**config.mk**
```make
export PLATFORM = sky130hd
export DESIGN_NAME = alu_uart_if_flat
export DESIGN_NICKNAME = d
export VERILOG_FILES = /design/src/rtl/alu_uart_if_if.sv /design/src/rtl/alu_uart_if.sv /design/src/flat_wrapper.sv
export SDC_FILE = /design/constraint.sdc
export NUM_CORES = 1
export LEC_CHECK = 0
export ABC_AREA = 1
export BUFFER_PORTS_ARGS = -buffer_cell sky130_fd_sc_hd__buf_2
export CORE_MARGIN = 3
export CORE_UTILIZATION = 45
export CTS_BUF_LIST = sky130_fd_sc_hd__clkbuf_16
export DETAILED_ROUTE_END_ITERATION = 8
export HOLD_SLACK_MARGIN = 0.1
export PLACE_DENSITY_LB_ADDON = 0.2
export REMOVE_ABC_BUFFERS = 1
export SLEW_MARGIN = 20
export SYNTH_ARGS = -nofsm -noshare
export SYNTH_HDL_FRONTEND = slang
export SYNTH_SLANG_ARGS = --single-unit
```
**constraint.sdc**
```tcl
create_clock -name clk -period 1.1 [get_ports clk]
set_input_delay 0.22 -clock clk [delete_from_list [all_inputs] [get_ports clk]]
set_output_delay 0.22 -clock clk [all_outputs]
set_load 0.05 [all_outputs]
```
**src/rtl/alu_uart_if_if.sv**
```systemverilog
// rtl/alu_uart_if_if.sv - UART and ALU side signals of the alu_uart_if bridge
interface alu_uart_if_if #(
    parameter int NB_DATA = 8,
    parameter int NB_OP   = 6
);
    logic [NB_DATA-1:0] i_rx_data;
    logic               i_rx_done;
    logic               i_tx_done;
    logic [NB_DATA-1:0] i_alu_result;
    logic               i_alu_carry;
    logic               i_alu_zero;
    logic [NB_DATA-1:0] o_data_a;
    logic [NB_DATA-1:0] o_data_b;
    logic [NB_OP-1:0]   o_op;
    logic [NB_DATA-1:0] o_tx_data;
    logic               o_tx_start;
    logic               o_busy;

    // Bridge side
    modport master (
        input  i_rx_data, i_rx_done, i_tx_done, i_alu_result, i_alu_carry, i_alu_zero,
        output o_data_a, o_data_b, o_op, o_tx_data, o_tx_start, o_busy
    );

    // UART / ALU side
    modport slave (
        output i_rx_data, i_rx_done, i_tx_done, i_alu_result, i_alu_carry, i_alu_zero,
        input  o_data_a, o_data_b, o_op, o_tx_data, o_tx_start, o_busy
    );
endinterface

```
**src/rtl/alu_uart_if.sv**
```systemverilog
// rtl/alu_uart_if.sv - UART frame (A, B, op) to ALU bridge; ALU_UART_FLAGS_EN adds a flags byte
module alu_uart_if #(
    parameter int NB_DATA = 8,
    parameter int NB_OP   = 6
) (
    input  logic           clk,
    input  logic           rst_n,
    alu_uart_if_if.master  bus
);
    typedef enum logic [2:0] {
        WAIT_A,
        WAIT_B,
        WAIT_OP,
        EXEC,
        SEND_RES,
        WAIT_RES
`ifdef ALU_UART_FLAGS_EN
        ,
        SEND_FLG,
        WAIT_FLG
`endif
    } state_t;

    state_t state;
    state_t state_n;

`ifdef ALU_UART_FLAGS_EN
    logic carry_q;
    logic zero_q;
`else
    logic unused_flags;
    assign unused_flags = bus.i_alu_carry ^ bus.i_alu_zero;
`endif

    // State register; rst_n is active-high despite its name
    always_ff @(posedge clk) begin
        if (rst_n) begin
            state <= WAIT_A;
        end else begin
            state <= state_n;
        end
    end

    // Next-state decode; rx bytes outside the WAIT_A/B/OP states and tx_done outside WAIT_* are dropped
    always_comb begin
        state_n = state;
        case (state)
            WAIT_A:   if (bus.i_rx_done) state_n = WAIT_B;
            WAIT_B:   if (bus.i_rx_done) state_n = WAIT_OP;
            WAIT_OP:  if (bus.i_rx_done) state_n = EXEC;
            EXEC:     state_n = SEND_RES;
            SEND_RES: state_n = WAIT_RES;
`ifdef ALU_UART_FLAGS_EN
            WAIT_RES: if (bus.i_tx_done) state_n = SEND_FLG;
            SEND_FLG: state_n = WAIT_FLG;
            WAIT_FLG: if (bus.i_tx_done) state_n = WAIT_A;
`else
            WAIT_RES: if (bus.i_tx_done) state_n = WAIT_A;
`endif
            default:  state_n = WAIT_A;
        endcase
    end

    // Operand/opcode capture, ALU result capture and transmit byte selection
    always_ff @(posedge clk) begin
        if (rst_n) begin
            bus.o_data_a  <= '0;
            bus.o_data_b  <= '0;
            bus.o_op      <= '0;
            bus.o_tx_data <= '0;
`ifdef ALU_UART_FLAGS_EN
            carry_q       <= 1'b0;
            zero_q        <= 1'b0;
`endif
        end else begin
            case (state)
                WAIT_A:  if (bus.i_rx_done) bus.o_data_a <= bus.i_rx_data;
                WAIT_B:  if (bus.i_rx_done) bus.o_data_b <= bus.i_rx_data;
                WAIT_OP: if (bus.i_rx_done) bus.o_op     <= bus.i_rx_data[NB_OP-1:0];
                EXEC: begin
                    bus.o_tx_data <= bus.i_alu_result;
`ifdef ALU_UART_FLAGS_EN
                    carry_q       <= bus.i_alu_carry;
                    zero_q        <= bus.i_alu_zero;
`endif
                end
`ifdef ALU_UART_FLAGS_EN
                WAIT_RES: if (bus.i_tx_done) bus.o_tx_data <= {{(NB_DATA-2){1'b0}}, carry_q, zero_q};
`endif
                default: ;
            endcase
        end
    end

    // Start pulse and busy are pure state decodes so reset leaves no residual pulse
    always_comb begin
        bus.o_tx_start = (state == SEND_RES);
`ifdef ALU_UART_FLAGS_EN
        if (state == SEND_FLG) bus.o_tx_start = 1'b1;
`endif
        bus.o_busy = !((state == WAIT_A) || (state == WAIT_B) || (state == WAIT_OP));
    end
endmodule

```
**src/flat_wrapper.sv**
```systemverilog
// flat-port wrapper written by rule: the top's interface ports become plain ports
module alu_uart_if_flat 
#(
    parameter int NB_DATA = 8,
    parameter int NB_OP   = 6
)
  (clk, rst_n, bus_i_rx_data, bus_i_rx_done, bus_i_tx_done, bus_i_alu_result, bus_i_alu_carry, bus_i_alu_zero, bus_o_data_a, bus_o_data_b, bus_o_op, bus_o_tx_data, bus_o_tx_start, bus_o_busy);
  alu_uart_if_if #(.NB_DATA(NB_DATA), .NB_OP(NB_OP)) bus_i ();
  input  logic clk;
  input  logic rst_n;
  input wire logic [$bits(bus_i.i_rx_data)-1:0] bus_i_rx_data;
  input wire logic [$bits(bus_i.i_rx_done)-1:0] bus_i_rx_done;
  input wire logic [$bits(bus_i.i_tx_done)-1:0] bus_i_tx_done;
  input wire logic [$bits(bus_i.i_alu_result)-1:0] bus_i_alu_result;
  input wire logic [$bits(bus_i.i_alu_carry)-1:0] bus_i_alu_carry;
  input wire logic [$bits(bus_i.i_alu_zero)-1:0] bus_i_alu_zero;
  output wire logic [$bits(bus_i.o_data_a)-1:0] bus_o_data_a;
  output wire logic [$bits(bus_i.o_data_b)-1:0] bus_o_data_b;
  output wire logic [$bits(bus_i.o_op)-1:0] bus_o_op;
  output wire logic [$bits(bus_i.o_tx_data)-1:0] bus_o_tx_data;
  output wire logic [$bits(bus_i.o_tx_start)-1:0] bus_o_tx_start;
  output wire logic [$bits(bus_i.o_busy)-1:0] bus_o_busy;
  assign bus_i.i_rx_data = bus_i_rx_data;
  assign bus_i.i_rx_done = bus_i_rx_done;
  assign bus_i.i_tx_done = bus_i_tx_done;
  assign bus_i.i_alu_result = bus_i_alu_result;
  assign bus_i.i_alu_carry = bus_i_alu_carry;
  assign bus_i.i_alu_zero = bus_i_alu_zero;
  assign bus_o_data_a = bus_i.o_data_a;
  assign bus_o_data_b = bus_i.o_data_b;
  assign bus_o_op = bus_i.o_op;
  assign bus_o_tx_data = bus_i.o_tx_data;
  assign bus_o_tx_start = bus_i.o_tx_start;
  assign bus_o_busy = bus_i.o_busy;
  alu_uart_if #(.NB_DATA(NB_DATA), .NB_OP(NB_OP)) u_core (.clk(clk), .rst_n(rst_n), .bus(bus_i));
endmodule
```
==> reports/summary.txt <==
status: finished, violations left
failing checks: setup timing
clk_skew: 2.47 ps
die span in y: 58.0 µm
TritonRoute pass-1 iters: 4
Max VDD drop: 1990 µV
vias in the first global route: 1130
final setup vio count: 4
WP data arrival: 1100 ps
Fmax: 0.757 GHz
initial antenna violation count: 0
Fin. Hold Viols: 0
setup TNS: -390 ps
routability cong.: 0.882
R2R depth: 5
FF-to-FF End: u_core.bus.o_op[4]
Seq cells post-synth: 33
max-slew violations: 0
n_diodes: 0
die width: 58.0 µm
Period minus WS final: 1320 ps
wire per inst: 12.2 µm
Total GRT Usage: 19.8%
Hold Path Origin: rst_n
synth warn: 0
area delta synth->final: 56.6%
detailed-route DRC error count: 0
PwrDens: 1780 nW/µm²
I/O pin cnt: 54
Final #Nets: 249
Yosys cell types: 16
commonest non-fill, non-tap cell in the layout: nor2_1
max_cap viols: 0
CTS sink count: 33
placed cell count: 245
Least-Margin Pin Slew: 291 ps
Post-CTS Hold Buffers: 0
TritonCTS Buffers: 5
Overflow after GRT: 0
Core Box Area: 2520 µm²
largest net degree at the start of global routing: 32
post-route setup slack: -221 ps
Critical Path Source Type: register
Final Util: 75.4%
Worst R2R Setup Slack: -20 ps
Die Area: 3360 µm²
latest clock arrival within the worst-skew pair: 280 ps
Worst slew margin: 80.6%
launch point of the worst reg-to-reg path: u_core.state[0]
Post-Route WL: 3150 µm
via count: 1291
CTS max path bufs: 2
HPWL after DPL: 2170 µm
crit end category: output pin
final hold slack: 120 ps
RSZ-0062 raised after global routing: true
post-DR vias/cell: 5.00
crit-path max FO: 4
Seq/Total Area, Yosys: 54.4%
hold path cells: 2
Static Leak: 0.000905 µW
syn_area_per_cell: 7.64 µm²
FILL cells: 190
non-filler instance count after layout: 258
Antenna Nets Post-Route: 0
WS Path Type: register to output pin
Clock Pin Slew Worst Setup and Hold Paths: 50 ps
Root Driver: clkbuf_16
TritonCTS clock tree: yes
Initial Util: 48.2%
H-tree levels: 2
row count: 18
mapped cell area: 1210 µm²
Worst Hold Path EP: u_core.state[1]
initial drt markers: 47
port bufs: 51
Hold Crit Class: input port to register
layout cell share with drive strength beyond 1: 43.4%
Critical Path RT: 880 ps
Syn Inst Count: 159
first-pass GRT wire length: 4910 µm
most frequent cells in the layout: 61 x nor2_1, 30 x dfxtp_1, 24 x buf_2
fin crit share: 120%
final cells by class:
type	count	area [µm²]	area share (%)
Multi-Input combinational cell	115	574	30.2
Timing Repair Buffer	63	437	22.9
Clock buffer	5	125	6.57
Sequential cell	33	669	35.2
Inverter	9	46.3	2.43
Clock inverter	3	13.8	0.723
Tap cell	30	37.5	1.97
per-stage QoR:
| stage | setup slack [ps] | power, µW | cell area, µm² |
|---|---|---|---|
| floorplan | -219 | 1800 | 1200 |
| global placement | -16.2 | 1990 | 1570 |
| detailed placement | -47.2 | 2000 | 1570 |
| CTS | -229 | 3330 | 1750 |
| global route | -247 | 3520 | 1900 |
| finish | -221 | 3380 | 1900 |
kinds of logic after synthesis:
family / share of synthesized area [%]
compound gates: 13.6
flops: 54.4
simple gates: 28.1
buf+inv: 3.91
worst max-delay path, cell delays in order, from the launching register on:
cell     delay (ps)
dfxtp_4         360
nor2_4          120
inv_2            60
nor2_4          120
buf_6           160
registers in the layout, summed over array words and instances (netlist names):
register,cells
u_core.state,3
u_core.bus.o_op,6
u_core.bus.o_data_a,8
u_core.bus.o_tx_data,8
u_core.bus.o_data_b,8
worst max-delay path by stage:
stage | slack [ps] | cells after the start | to | startpoint
CTS | -230 | 4 | bus_o_tx_start | u_core.state[0]
floorplan | -220 | 5 | u_core.state[2] | u_core.state[0]
global route | -250 | 4 | bus_o_tx_start | u_core.state[0]
finish | -220 | 4 | bus_o_tx_start | u_core.state[0]
global placement | -20 | 4 | bus_o_tx_start | u_core.state[0]
detailed placement | -50 | 6 | u_core.bus.o_data_a[7] | u_core.state[1]
cell usage after synthesis (all sizes together):
cell,count,share of area (%)
a21oi,3,1.2
inv,9,3.0
nand4,1,0.52
buf,1,0.31
dfxtp,33,54
nor2,70,23
nand3,4,2.1
o21ai,30,12
nand2,6,2.5
clkbuf,2,0.62
power by group:
part / internal [µW] / switching, µW / leakage (µW) / total (µW)
Clock: 819 / 484 / 0.0000748 / 1300
Sequential: 1280 / 48.8 / 0.000271 / 1330
Combinational: 239 / 508 / 0.000558 / 747
per-layer routing:
metal / vias to the layer above / routed length [µm] / track usage [%] / part of all wire [%]
li1: 655 / - / - / -
met1: 578 / 1250 / 21.6 / 40
met2: 50 / 1570 / 32.4 / 50
met3: 8 / 238 / 6.24 / 7.6
met4: 0 / 84 / 13.9 / 2.7
met5: - / 0 / 0 / 0
repair_timing:
item / CTS / global route
setup endpoints to repair: 19 / 54
endpoints found under the hold margin: 0 / 0
pin swaps: 0 / 10
gates cloned: 0 / 1
setup buffers: 0 / 4
resized for setup: 17 / 51
Power figures use the tool's default switching activity.
